==> config.mk <==
export PLATFORM = sky130hd
export DESIGN_NAME = wb_stage
export DESIGN_NICKNAME = d
export VERILOG_FILES = /design/src/rtl/wb_stage.sv
export SDC_FILE = /design/constraint.sdc
export NUM_CORES = 1
export LEC_CHECK = 0
export ABC_AREA = 0
export BUFFER_PORTS_ARGS = -buffer_cell sky130_fd_sc_hd__clkbuf_2
export CORE_MARGIN = 2
export CORE_UTILIZATION = 41
export DETAILED_ROUTE_END_ITERATION = 8
export HOLD_SLACK_MARGIN = 0.12
export PLACE_DENSITY = 0.67
export RECOVER_POWER = 100
export SLEW_MARGIN = 25
export SYNTH_ARGS = -nofsm -noshare
export SYNTH_HDL_FRONTEND = slang
export SYNTH_SLANG_ARGS = --single-unit
export TNS_END_PERCENT = 20
==> constraint.sdc <==
create_clock -name clk -period 4.2 [get_ports clk]
set_clock_uncertainty 0.2 [all_clocks]
set_input_delay 0.84 -clock clk [delete_from_list [all_inputs] [get_ports clk]]
set_output_delay 0.84 -clock clk [all_outputs]
set_load 0.005 [all_outputs]
==> src/rtl/wb_stage.sv <==
// Writeback stage: takes one completed instruction from the memory stage,
// waits for the data-memory response on loads, aligns and extends load data,
// and drives the register-file write port plus a forwarding tap. It also
// counts retired instructions.
//
// Handshake: an instruction transfers on a rising edge where in_valid and
// in_ready are both 1. Upstream holds all in_* fields stable while in_valid=1
// and in_ready=0. in_ready is 0 only while waiting for load data.
module wb_stage #(
    parameter int XLEN         = 32,
    parameter int REG_ADDR_W   = 5,
    parameter int LOAD_TIMEOUT = 16
) (
    input  logic                  clk,
    input  logic                  rst,
    input  logic                  in_valid,
    output logic                  in_ready,
    input  logic                  in_reg_write,
    input  logic                  in_is_load,
    input  logic [REG_ADDR_W-1:0] in_rd,
    input  logic [XLEN-1:0]       in_result,
    input  logic [2:0]            in_funct3,
    input  logic                  dmem_rvalid,
    input  logic [XLEN-1:0]       dmem_rdata,
    output logic                  rf_we,
    output logic [REG_ADDR_W-1:0] rf_waddr,
    output logic [XLEN-1:0]       rf_wdata,
    output logic                  fwd_valid,
    output logic                  load_err,
    output logic [31:0]           retired,
    output logic [1:0]            state_dbg
);

    typedef enum logic [1:0] {
        S_IDLE  = 2'd0,
        S_WAIT  = 2'd1,
        S_WRITE = 2'd2
    } state_t;

    localparam int CNT_W = $clog2(LOAD_TIMEOUT + 1);

    state_t                  state;
    logic [REG_ADDR_W-1:0]   lat_rd;
    logic                    lat_rw;
    logic [1:0]              lat_off;
    logic [2:0]              lat_funct3;
    logic [CNT_W-1:0]        tmo_cnt;

    logic                    accept;
    logic                    load_ok;
    logic [7:0]              ld_byte;
    logic [15:0]             ld_half;
    logic [XLEN-1:0]         load_data;
    logic                    commit_go;
    logic                    commit_rw;
    logic [REG_ADDR_W-1:0]   commit_rd;
    logic [XLEN-1:0]         commit_data;
    logic                    commit_we;

    assign in_ready  = (state != S_WAIT);
    assign accept    = in_valid & in_ready;
    assign state_dbg = state;

    // Legal width code and natural alignment of the effective address.
    always_comb begin
        load_ok = 1'b0;
        case (in_funct3)
            3'b000, 3'b100: load_ok = 1'b1;
            3'b001, 3'b101: load_ok = ~in_result[0];
            3'b010:         load_ok = (in_result[1:0] == 2'b00);
            default:        load_ok = 1'b0;
        endcase
    end

    assign ld_byte = dmem_rdata[{lat_off, 3'b000} +: 8];
    assign ld_half = lat_off[1] ? dmem_rdata[31:16] : dmem_rdata[15:0];

    // Select the byte/halfword at the latched offset and extend it.
    always_comb begin
        load_data = dmem_rdata;
        case (lat_funct3)
            3'b000:  load_data = {{(XLEN-8){ld_byte[7]}}, ld_byte};
            3'b100:  load_data = {{(XLEN-8){1'b0}}, ld_byte};
            3'b001:  load_data = {{(XLEN-16){ld_half[15]}}, ld_half};
            3'b101:  load_data = {{(XLEN-16){1'b0}}, ld_half};
            default: load_data = dmem_rdata;
        endcase
    end

    // Which instruction (if any) enters WRITE at the next edge.
    always_comb begin
        commit_go   = 1'b0;
        commit_rw   = 1'b0;
        commit_rd   = '0;
        commit_data = '0;
        if (state == S_WAIT) begin
            if (dmem_rvalid) begin
                commit_go   = 1'b1;
                commit_rw   = lat_rw;
                commit_rd   = lat_rd;
                commit_data = load_data;
            end
        end else if (accept && !in_is_load) begin
            commit_go   = 1'b1;
            commit_rw   = in_reg_write;
            commit_rd   = in_rd;
            commit_data = in_result;
        end
    end

    // x0 is never written, but the instruction still retires.
    assign commit_we = commit_go & commit_rw & (commit_rd != '0);

    // Control FSM with registered write-port, error and retire outputs.
    always_ff @(posedge clk or negedge rst) begin
        if (!rst) begin
            state      <= S_IDLE;
            rf_we      <= 1'b0;
            rf_waddr   <= '0;
            rf_wdata   <= '0;
            fwd_valid  <= 1'b0;
            load_err   <= 1'b0;
            retired    <= 32'd0;
            lat_rd     <= '0;
            lat_rw     <= 1'b0;
            lat_off    <= 2'b00;
            lat_funct3 <= 3'b000;
            tmo_cnt    <= '0;
        end else begin
            rf_we     <= commit_we;
            fwd_valid <= commit_we;
            load_err  <= 1'b0;
            if (commit_we) begin
                rf_waddr <= commit_rd;
                rf_wdata <= commit_data;
            end
            if (commit_go) begin
                retired <= retired + 32'd1;
            end

            case (state)
                S_IDLE, S_WRITE: begin
                    state <= S_IDLE;
                    if (accept) begin
                        if (!in_is_load) begin
                            state <= S_WRITE;
                        end else if (!load_ok) begin
                            load_err <= 1'b1;
                        end else begin
                            lat_rd     <= in_rd;
                            lat_rw     <= in_reg_write;
                            lat_off    <= in_result[1:0];
                            lat_funct3 <= in_funct3;
                            tmo_cnt    <= '0;
                            state      <= S_WAIT;
                        end
                    end
                end
                S_WAIT: begin
                    if (dmem_rvalid) begin
                        state <= S_WRITE;
                    end else begin
                        tmo_cnt <= tmo_cnt + 1'b1;
                        if (tmo_cnt == CNT_W'(LOAD_TIMEOUT - 1)) begin
                            load_err <= 1'b1;
                            state    <= S_IDLE;
                        end
                    end
                end
                default: state <= S_IDLE;
            endcase
        end
    end

endmodule

[Yosys cells after proc, flatten, opt, wreduce, memory -nomap -nowiden]
Index checks and enable logic that the tools add are counted.
Word-level totals
  output and inout port bits: 75
  bits in registers: 89
  word-level logic and storage cells: 79
  input bits: 78
Operators by class
  shift-type cells: 1
  add/sub/neg operators: 2
  eq/ne operators: 16
  bitwise operators: 4
  reductions and logical operators: 13
  mux-type cells: 32
Operators by type and width (count)
  $pmux 32 s4: 1
  $mux 32: 3
  $mux 5: 7
  $add 32x1->32 const B: 1
  $shiftx 32x6->8: 1
  $mux 16: 1
  $eq 3x3->1 const B: 4
  $mux 1: 12
  $pmux 5 s2: 1
  $mux 2: 4
  $ne 2x2->1 const B: 4
  $eq 3x1->1 const B: 2
  $logic_not 3->1: 2
  $reduce_or 2->1: 3
  $add 5x1->5 const B: 1
  $eq 5x4->1 const B: 1
  $reduce_and 5->1: 1
  $reduce_bool 5->1: 1
  $logic_not 2->1: 2
  $pmux 2 s2: 1
  $reduce_and 4->1: 1
  $and 1x1->1: 3
  $eq 3x2->1 const B: 1
  $ne 3x2->1 const B: 1
  other kinds (9): 9

[Depth between registers and ports, before layout]
Gate-level depths: netlist (run 1).
  word-level depth: 7
  gate-level depth with buffers: 8
  mapped depth without buffers: 6

[Worst setup path after synthesis (run 1)]
OpenSTA, ideal clock, no wires.
  path kind: input to register
  start point: input in_result[1]
  end point: register tmo_cnt[3]
  library setup time: 0.118 ns
  buffers on the path: 2
  setup slack: 1.789 ns
  data arrival time: 2.093 ns
  stages on the path: 7
  required time: 3.882 ns
  cells stage by stage: o31a_1 -> o22ai_1 -> and2_1 -> buf_2 -> clkbuf_1 -> o21ai_0 -> a21o_1
Between the ends
  longest elaborated chain between the ends: 4
RTL lines
  start: declaration: line 21  | input logic [XLEN-1:0] in_result,
  $logic_not 2->1: line 70  | 3'b010: load_ok = (in_result[1:0] == 2'b00);
  $pmux 1 s3: line 67  | case (in_funct3)
  $ne 2x2->1 (no line)
  $reduce_and 5->1 (no line)
  end signal: assignment: line 163  | tmo_cnt <= tmo_cnt + 1'b1;
  end: declaration: line 47  | logic [CNT_W-1:0] tmo_cnt;
No other way between the ends.
A chain may end at the register's enable or synchronous reset.

[Final worst setup path (run 1)]
  start point: input dmem_rvalid
  end point: register retired[16]
Between the ends
  longest elaborated chain between the ends: 2
RTL lines
  start: declaration: line 23  | input logic dmem_rvalid,
  $mux 1: line 97  | if (dmem_rvalid) begin
  $mux 1: line 96  | if (state == S_WAIT) begin
  end signal: assignment: line 138  | retired <= retired + 32'd1;
  end: declaration: line 30  | output logic [31:0] retired,
No other way between the ends.

==> results of run 1 <==
-- power breakdown --
part	total, W	internal (W)	switching, W
clock network	0.000547	0.000231	0.000316
registers	0.00119	0.00103	0.000164
logic	0.000577	0.000280	0.000297
-- critical path, stage by stage --
cell and delay, ps:
sky130_fd_sc_hd__clkbuf_1 140, sky130_fd_sc_hd__and3b_1 210, sky130_fd_sc_hd__clkbuf_1 650, sky130_fd_sc_hd__a31oi_1 340, sky130_fd_sc_hd__nor3_1 970, sky130_fd_sc_hd__nand4_1 210
sky130_fd_sc_hd__xnor2_1 180
-- how the worst max path moves through the flow --
stage	cells past startpoint	slack, ps	endpoint
6_report	7	700	retired[16]
5_1_grt	7	440	retired[24]
4_1_cts	6	890	rf_wdata[10]
3_5_place_dp	7	700	rf_wdata[9]
3_3_place_gp	7	770	rf_wdata[12]
2_1_floorplan	7	1790	tmo_cnt[3]
-- cell families (layout without fill, tap and decap cells) --
kind of cell / Yosys count / count (layout)
fa+ha+maj: 3 / 3
flops: 89 / 89
simple gates: 151 / 151
xor+xnor: 32 / 32
compound gates: 113 / 113
mux: 19 / 19
buf+inv: 33 / 179
-- registers in the layout, summed over array words and instances (netlist names) --
register    count
state_dbg       2
lat_rw          1
lat_funct3      3
load_err        1
rf_wdata       32
lat_rd          5
retired        32
tmo_cnt         5
rf_waddr        5
lat_off         2
fwd_valid       1
-- metrics by stage --
stage / setup WS, ps / instances / cell area [sq um]
3_5_place_dp: 703.8 / 710 / 5291
2_1_floorplan: 1789 / 440 / 4459
6_report: 704.2 / 726 / 5384
3_3_place_gp: 773.9 / 710 / 5291
4_1_cts: 894.9 / 726 / 5470
5_1_grt: 444.7 / 726 / 5384
-- cell usage in the layout, fill, tap and decap left out, types with 8 or more instances in the layout --
master                       n
sky130_fd_sc_hd__clkbuf_2  109
sky130_fd_sc_hd__dfrtp_1    89
sky130_fd_sc_hd__clkbuf_1   45
sky130_fd_sc_hd__nand2_1    44
sky130_fd_sc_hd__nor2_1     38
sky130_fd_sc_hd__a21oi_1    33
sky130_fd_sc_hd__o21ai_0    28
sky130_fd_sc_hd__xnor2_1    24
sky130_fd_sc_hd__a221oi_1   21
sky130_fd_sc_hd__nand3_1    18
sky130_fd_sc_hd__mux2_2     17
sky130_fd_sc_hd__and3_1     12
sky130_fd_sc_hd__clkbuf_8   10
sky130_fd_sc_hd__nand4_1     9
sky130_fd_sc_hd__nand3b_1    8
sky130_fd_sc_hd__xor2_1      8
-- synthesized netlist by cell type, types with 9 or more instances --
| cell | count |
|---|---|
| sky130_fd_sc_hd__clkbuf_1 | 13 |
| sky130_fd_sc_hd__and3_1 | 12 |
| sky130_fd_sc_hd__nand4_1 | 9 |
| sky130_fd_sc_hd__xnor2_1 | 24 |
| sky130_fd_sc_hd__o21ai_0 | 28 |
| sky130_fd_sc_hd__nor2_1 | 38 |
| sky130_fd_sc_hd__a221oi_1 | 21 |
| sky130_fd_sc_hd__mux2_2 | 17 |
| sky130_fd_sc_hd__a21oi_1 | 33 |
| sky130_fd_sc_hd__dfrtp_1 | 89 |
| sky130_fd_sc_hd__nand2_1 | 44 |
| sky130_fd_sc_hd__nand3_1 | 18 |
-- cell type report --
cell class,count,area share (%)
sequential,89,41.37
tap,140,3.254
clock inverter,6,0.7669
multi-input combinational,318,38.09
timing repair buffer,155,13.41
inverter,8,0.5578
clock buffer,10,2.556
-- metal layers --
metal  vias up  global-route usage, %  part of all wire [%]
met2       125                  30.91                    45
met3        25                  3.978                   5.3
met4         0                  9.432                   2.9
li1       1873                      -                     -
met5         -                      0                     0
met1      1895                  30.20                    47
==> results.py, run 1 <==
metrics = {
    "cells_and_area": {
        "n_fill_cell": 1043,
        "multiInputGateArea_sq_um": 2051,
        "num_antenna_cells": 0,
        "area.growth.synth_to_final_pct": 20.74,
        "final_net_count": 662,
        "sequential_cell_area_sq_um": 2227,
        "utilization_pct": 50.10,
        "layout-drive-gt1-share_pct": 25.77,
    },
    "worst_setup_path": {
        "startpoint_type": "primary input",
        "critPathCaptureType": "register",
        "r2r_end": "rf_wdata[10]",
        "worst_r2r_startpoint": "lat_rd[3]",
        "reg2reg_setup_slack_ps": 820,
        "r2r_cells": 6,
        "crit_type": "in2reg",
        "worst_setup_path_startpoint": "dmem_rvalid",
        "timing.critical_path.required_ps": 4250,
        "worst-path-max-fanout": 20,
        "crit_arrival_ps": 3550,
    },
    "clocking": {
        "tritoncts_clock_tree": "done",
        "clockRootBuffer": "sky130_fd_sc_hd__clkbuf_8",
        "cts_resized": 0,
        "clock_pin_slew_on_the_worst_setup_and_hold_paths_ps": 90,
        "clock_path_buffers": 2,
        "clock_sinks": 89,
        "insertion_delay_ps": 370,
        "maximum_level_of_the_cts_h_tree": 3,
        "tritoncts.num_buffers": 9,
        "post_cts_buffers": 0,
        "hold_buffers": 0,
    },
    "sta": {
        "post-route-period-util_pct": 83.23,
        "hold_ws_ps": 268.2,
        "rsz0062_at_grt": "false",
        "finalWorstPathRequiredPeriod_ps": 3496,
        "final-setup-viol-count": 0,
        "final_max_slew_viol_count": 68,
        "timing.max_slew.rel_slack_pct": -10.13,
        "setup_tns_ps": 0,
        "tightestPinTransition_ps": 1652,
        "fmax_ghz": 0.2861,
        "finalHoldViolations": 0,
    },
    "floorplan": {
        "die-height_microns": 108.3,
        "boundaryPins": 153,
        "floorplan.initialDensity_pct": 41.50,
        "dieArea_sq_um": 11730,
        "rows": 38,
        "floorplan.die.width_microns": 108.3,
        "core_footprint_sq_um": 10750,
    },
    "synthesis": {
        "netlist.top_cell.by_area": "sky130_fd_sc_hd__dfrtp_1",
        "synth_cell_type_count": 48,
        "netlist_instances": 440,
        "warning_count_from_the_yosys_run": 0,
        "yosys.area_share.adder_pct": 0.8418,
        "synth_enable_flop_cells": 0,
        "largest_cells_by_area_after_synthesis": "sky130_fd_sc_hd__dfrtp_1, sky130_fd_sc_hd__xnor2_1, sky130_fd_sc_hd__mux2_2, sky130_fd_sc_hd__a221oi_1, sky130_fd_sc_hd__a21oi_1",
        "synth-seq-cells": 89,
        "synth_area_sq_um": 4459,
        "synth_ff_type": "sky130_fd_sc_hd__dfrtp_1",
        "synth_top_area_share_pct": 49.94,
        "portion_of_netlist_area_occupied_by_mux_cells_pct": 5.303,
        "synth_sequential_area_ratio_pct": 49.94,
        "syn_area_per_cell_sq_um": 10.13,
        "synth-compound-area-share_pct": 17.37,
        "post_synth_and_or_nand_nor_area_fraction_pct": 16.69,
        "combinational_family_with_the_most_area_after_synthesis": "compound AO/OA/AOI/OAI gates",
        "area_share_of_xor_xnor_cells_in_the_synthesized_design_pct": 6.285,
        "ys_async_sr_fraction_pct": 100.0,
        "synthesis.nets": 521,
    },
    "outcome": {
        "run_status": "finished, violations left",
        "violations": "capacitance limit, slew limit",
    },
    "power_and_ir_drop": {
        "maximum_vdd_ir_drop_v": 0.0001675,
        "p_leak_nw": 2.508,
        "power-per-cell-area_nw_per_um2": 430.5,
        "total_power_of_the_final_layout_w": 0.002318,
    },
    "place": {
        "place.port_buffers": 152,
        "final_wtd_congestion": 0.8691,
        "detailed_placement_wirelength_estimate_microns": 8844,
    },
    "drt": {
        "detailedRoute.firstIterationViolations": 253,
        "post_drt_wl_per_cell_microns": 16.66,
        "drtPass1Iterations": 5,
        "drcViolationCount": 0,
        "average_vias_per_placed_instance": 5.397,
        "routed-via-count": 3918,
        "number_of_nets_with_antenna_violations_after_routing": 0,
        "routed_wirelength_microns": 12100,
    },
    "grt": {
        "grt_overflow_total": 0,
        "grt_start_max_net_pins": 68,
        "grt_usage_pct": 21.06,
        "global_route_wire_length_before_repair_microns": 19080,
        "initial_antenna_violation_count": 0,
        "first_global_vias": 3687,
    },
    "run": {
        "maxCapViolations": 1,
    },
    "min_path": {
        "worstHoldStart": "retired[31]",
        "timing.hold.worst_path_depth": 1,
        "hold_path_end": "retired[31]",
        "min-delay-path-class": "reg2reg",
    },
}
Note: power is estimated with default switching activity, not from simulation.
==> inputs of run 2 (changes only) <==
--- a/config.mk
+++ b/config.mk
@@ -11,7 +11,7 @@
 export CORE_UTILIZATION = 41
 export DETAILED_ROUTE_END_ITERATION = 8
 export HOLD_SLACK_MARGIN = 0.12
-export PLACE_DENSITY = 0.67
+export PLACE_DENSITY = 0.7
 export RECOVER_POWER = 100
 export SLEW_MARGIN = 25
 export SYNTH_ARGS = -nofsm -noshare
==> constraint.sdc (replaced) <==
create_clock -name clk -period 3 [get_ports clk]
set_clock_uncertainty 0.2 [all_clocks]
set_input_delay 0.6 -clock clk [delete_from_list [all_inputs] [get_ports clk]]
set_output_delay 0.6 -clock clk [all_outputs]
set_load 0.005 [all_outputs]
==> run 2 against run 1 <==
  * The flow now finishes without violations
  * Utilization increased by 1.0 points
  * Die area unchanged
  * Routed wire length increased by 1.4%
  * Flip-flop and latch count unchanged
  * First-iteration DRC count decreased by 18%
  * Global-route usage increased by 0.18 points
  * Combinational power increased by 51%
  * Clock power increased by 58%
==> results.py, run 2 (synthesis gave the netlist of run 1 again) <==
metrics = {
    "grt": {
        "grt_overflow_total": 0,
        "first_global_vias": 3940,
        "grt_usage_pct": 21.24,
        "initial_antenna_violation_count": 0,
        "grt_start_max_net_pins": 50,
        "global_route_wire_length_before_repair_microns": 19440,
    },
    "clocking": {
        "clock_pin_slew_on_the_worst_setup_and_hold_paths_ps": 90,
        "tritoncts_clock_tree": "done",
        "clock_path_buffers": 2,
        "cts_resized": 0,
        "insertion_delay_ps": 360,
        "maximum_level_of_the_cts_h_tree": 3,
        "clockRootBuffer": "sky130_fd_sc_hd__clkbuf_8",
        "clock_sinks": 89,
        "tritoncts.num_buffers": 9,
    },
    "power_and_ir_drop": {
        "maximum_vdd_ir_drop_v": 0.0002612,
        "total_power_of_the_final_layout_w": 0.003381,
        "p_leak_nw": 2.577,
        "power-per-cell-area_nw_per_um2": 615.6,
    },
    "floorplan": {
        "rows": 38,
        "boundaryPins": 153,
        "floorplan.initialDensity_pct": 41.50,
        "die-height_microns": 108.3,
        "floorplan.die.width_microns": 108.3,
        "core_footprint_sq_um": 10750,
        "dieArea_sq_um": 11730,
    },
    "cells_and_area": {
        "num_antenna_cells": 0,
        "final_net_count": 668,
        "stdcell_count": 732,
        "most-common-layout-cells": "sky130_fd_sc_hd__clkbuf_2, sky130_fd_sc_hd__dfrtp_1, sky130_fd_sc_hd__nand2_1",
        "layout-drive-gt1-share_pct": 26.86,
        "layout.cells.most_common": "sky130_fd_sc_hd__clkbuf_2",
        "layout_top_registers": "retired x32, rf_wdata x32",
        "area.growth.synth_to_final_pct": 23.15,
    },
    "sta": {
        "finalHoldViolations": 0,
        "timing.max_slew.rel_slack_pct": 12.74,
        "setup_ws_final_ps": 423.3,
        "setup_tns_ps": 0,
        "final-setup-viol-count": 0,
        "tightestPinTransition_ps": 1309,
        "fmax_ghz": 0.3881,
        "final_max_slew_viol_count": 0,
        "post-route-period-util_pct": 85.89,
        "rsz0062_at_grt": "false",
        "hold_ws_ps": 286.6,
        "finalWorstPathRequiredPeriod_ps": 2577,
    },
    "place": {
        "detailed_placement_wirelength_estimate_microns": 8918,
        "placed_cells": 715,
        "place.port_buffers": 152,
        "pre_cts_ws_ps": 484.7,
        "final_wtd_congestion": 0.8906,
    },
    "min_path": {
        "min-delay-path-class": "reg2reg",
    },
    "drt": {
        "drcViolationCount": 0,
        "routed-via-count": 4004,
        "average_vias_per_placed_instance": 5.470,
        "drtPass1Iterations": 5,
        "detailedRoute.firstIterationViolations": 208,
        "post_drt_wl_per_cell_microns": 16.76,
        "routed_wirelength_microns": 12270,
        "number_of_nets_with_antenna_violations_after_routing": 0,
    },
    "worst_setup_path": {
        "crit_arrival_ps": 2620,
        "crit_type": "reg2reg",
        "startpoint_type": "register",
        "timing.critical_path.required_ps": 3040,
        "critPathCaptureType": "register",
        "worst-path-max-fanout": 29,
    },
    "outcome": {
        "run_status": "complete, no violations",
    },
    "run": {
        "maxCapViolations": 0,
    },
}
[run 2: cell count changes in the layout (fill, tap and decap cells not counted), sizes merged]
| cell | before | now |
|---|---|---|
| clkinvlp | 3 | 1 |
| inv | 9 | 8 |
| buf | 1 | 6 |
| clkbuf | 164 | 166 |
| bufinv | 0 | 1 |
| dlygate4sd3 | 0 | 1 |
[run 2: area by class of cell]
| cell class | instances | area (sq um) |
|---|---|---|
| fill | 1046 | 5254 |
| clock inverter | 4 | 51.30 |
| sequential | 89 | 2227 |
| multi-input combinational | 318 | 2067 |
| clock buffer | 12 | 155.1 |
| timing repair buffer | 161 | 785.8 |
| inverter | 8 | 30.03 |
| tap | 140 | 175.2 |
[run 2: path summary, 6_finish.rpt]
check / startpoint / to / slack, ps / depth (start not counted)
max reg2reg: lat_rd[3] / rf_wdata[12] / 420 / 6
min reg2reg: retired[31] / retired[31] / 290 / 1
max in group asynchronous: rst / lat_off[1] / 890 / 3
min in group asynchronous: rst / rf_wdata[5] / 870 / 2
min: retired[31] / retired[31] / 290 / 1
max: lat_rd[3] / rf_wdata[12] / 420 / 6
[run 2: routing by layer]
| layer | part of all wire (%) | GRT usage [%] |
|---|---|---|
| met3 | 5.6 | 3.978 |
| met2 | 46 | 32.61 |
| met5 | 0 | 0 |
| met4 | 2.4 | 9.890 |
| met1 | 45 | 29.13 |
[run 2: where the power goes]
part	internal (W)	total, W	switching [W]
Clock	0.000431	0.000864	0.000432
Sequential	0.00144	0.00164	0.000203
Combinational	0.000410	0.000873	0.000463
[run 2: per-stage QoR]
stage	utilization (%)	area, sq um
4_1_cts	51.72	5558
2_1_floorplan	-	4459
5_1_grt	51.11	5492
3_5_place_dp	49.71	5341
3_3_place_gp	49.71	5341
6_report	51.11	5492
[run 2: what timing repair did]
action / CTS / global route
setup buffers: 0 / 0
endpoints found under the hold margin: 48 / 0
hold buffers: 1 / 0
[run 2: worst max-delay path, stage by stage, from the launching register on]
cell,delay [ps]
sky130_fd_sc_hd__dfrtp_1,390
sky130_fd_sc_hd__or3_1,390
sky130_fd_sc_hd__o311a_4,370
sky130_fd_sc_hd__a31oi_4,160
sky130_fd_sc_hd__inv_1,380
sky130_fd_sc_hd__and3_1,350
sky130_fd_sc_hd__a211o_1,220
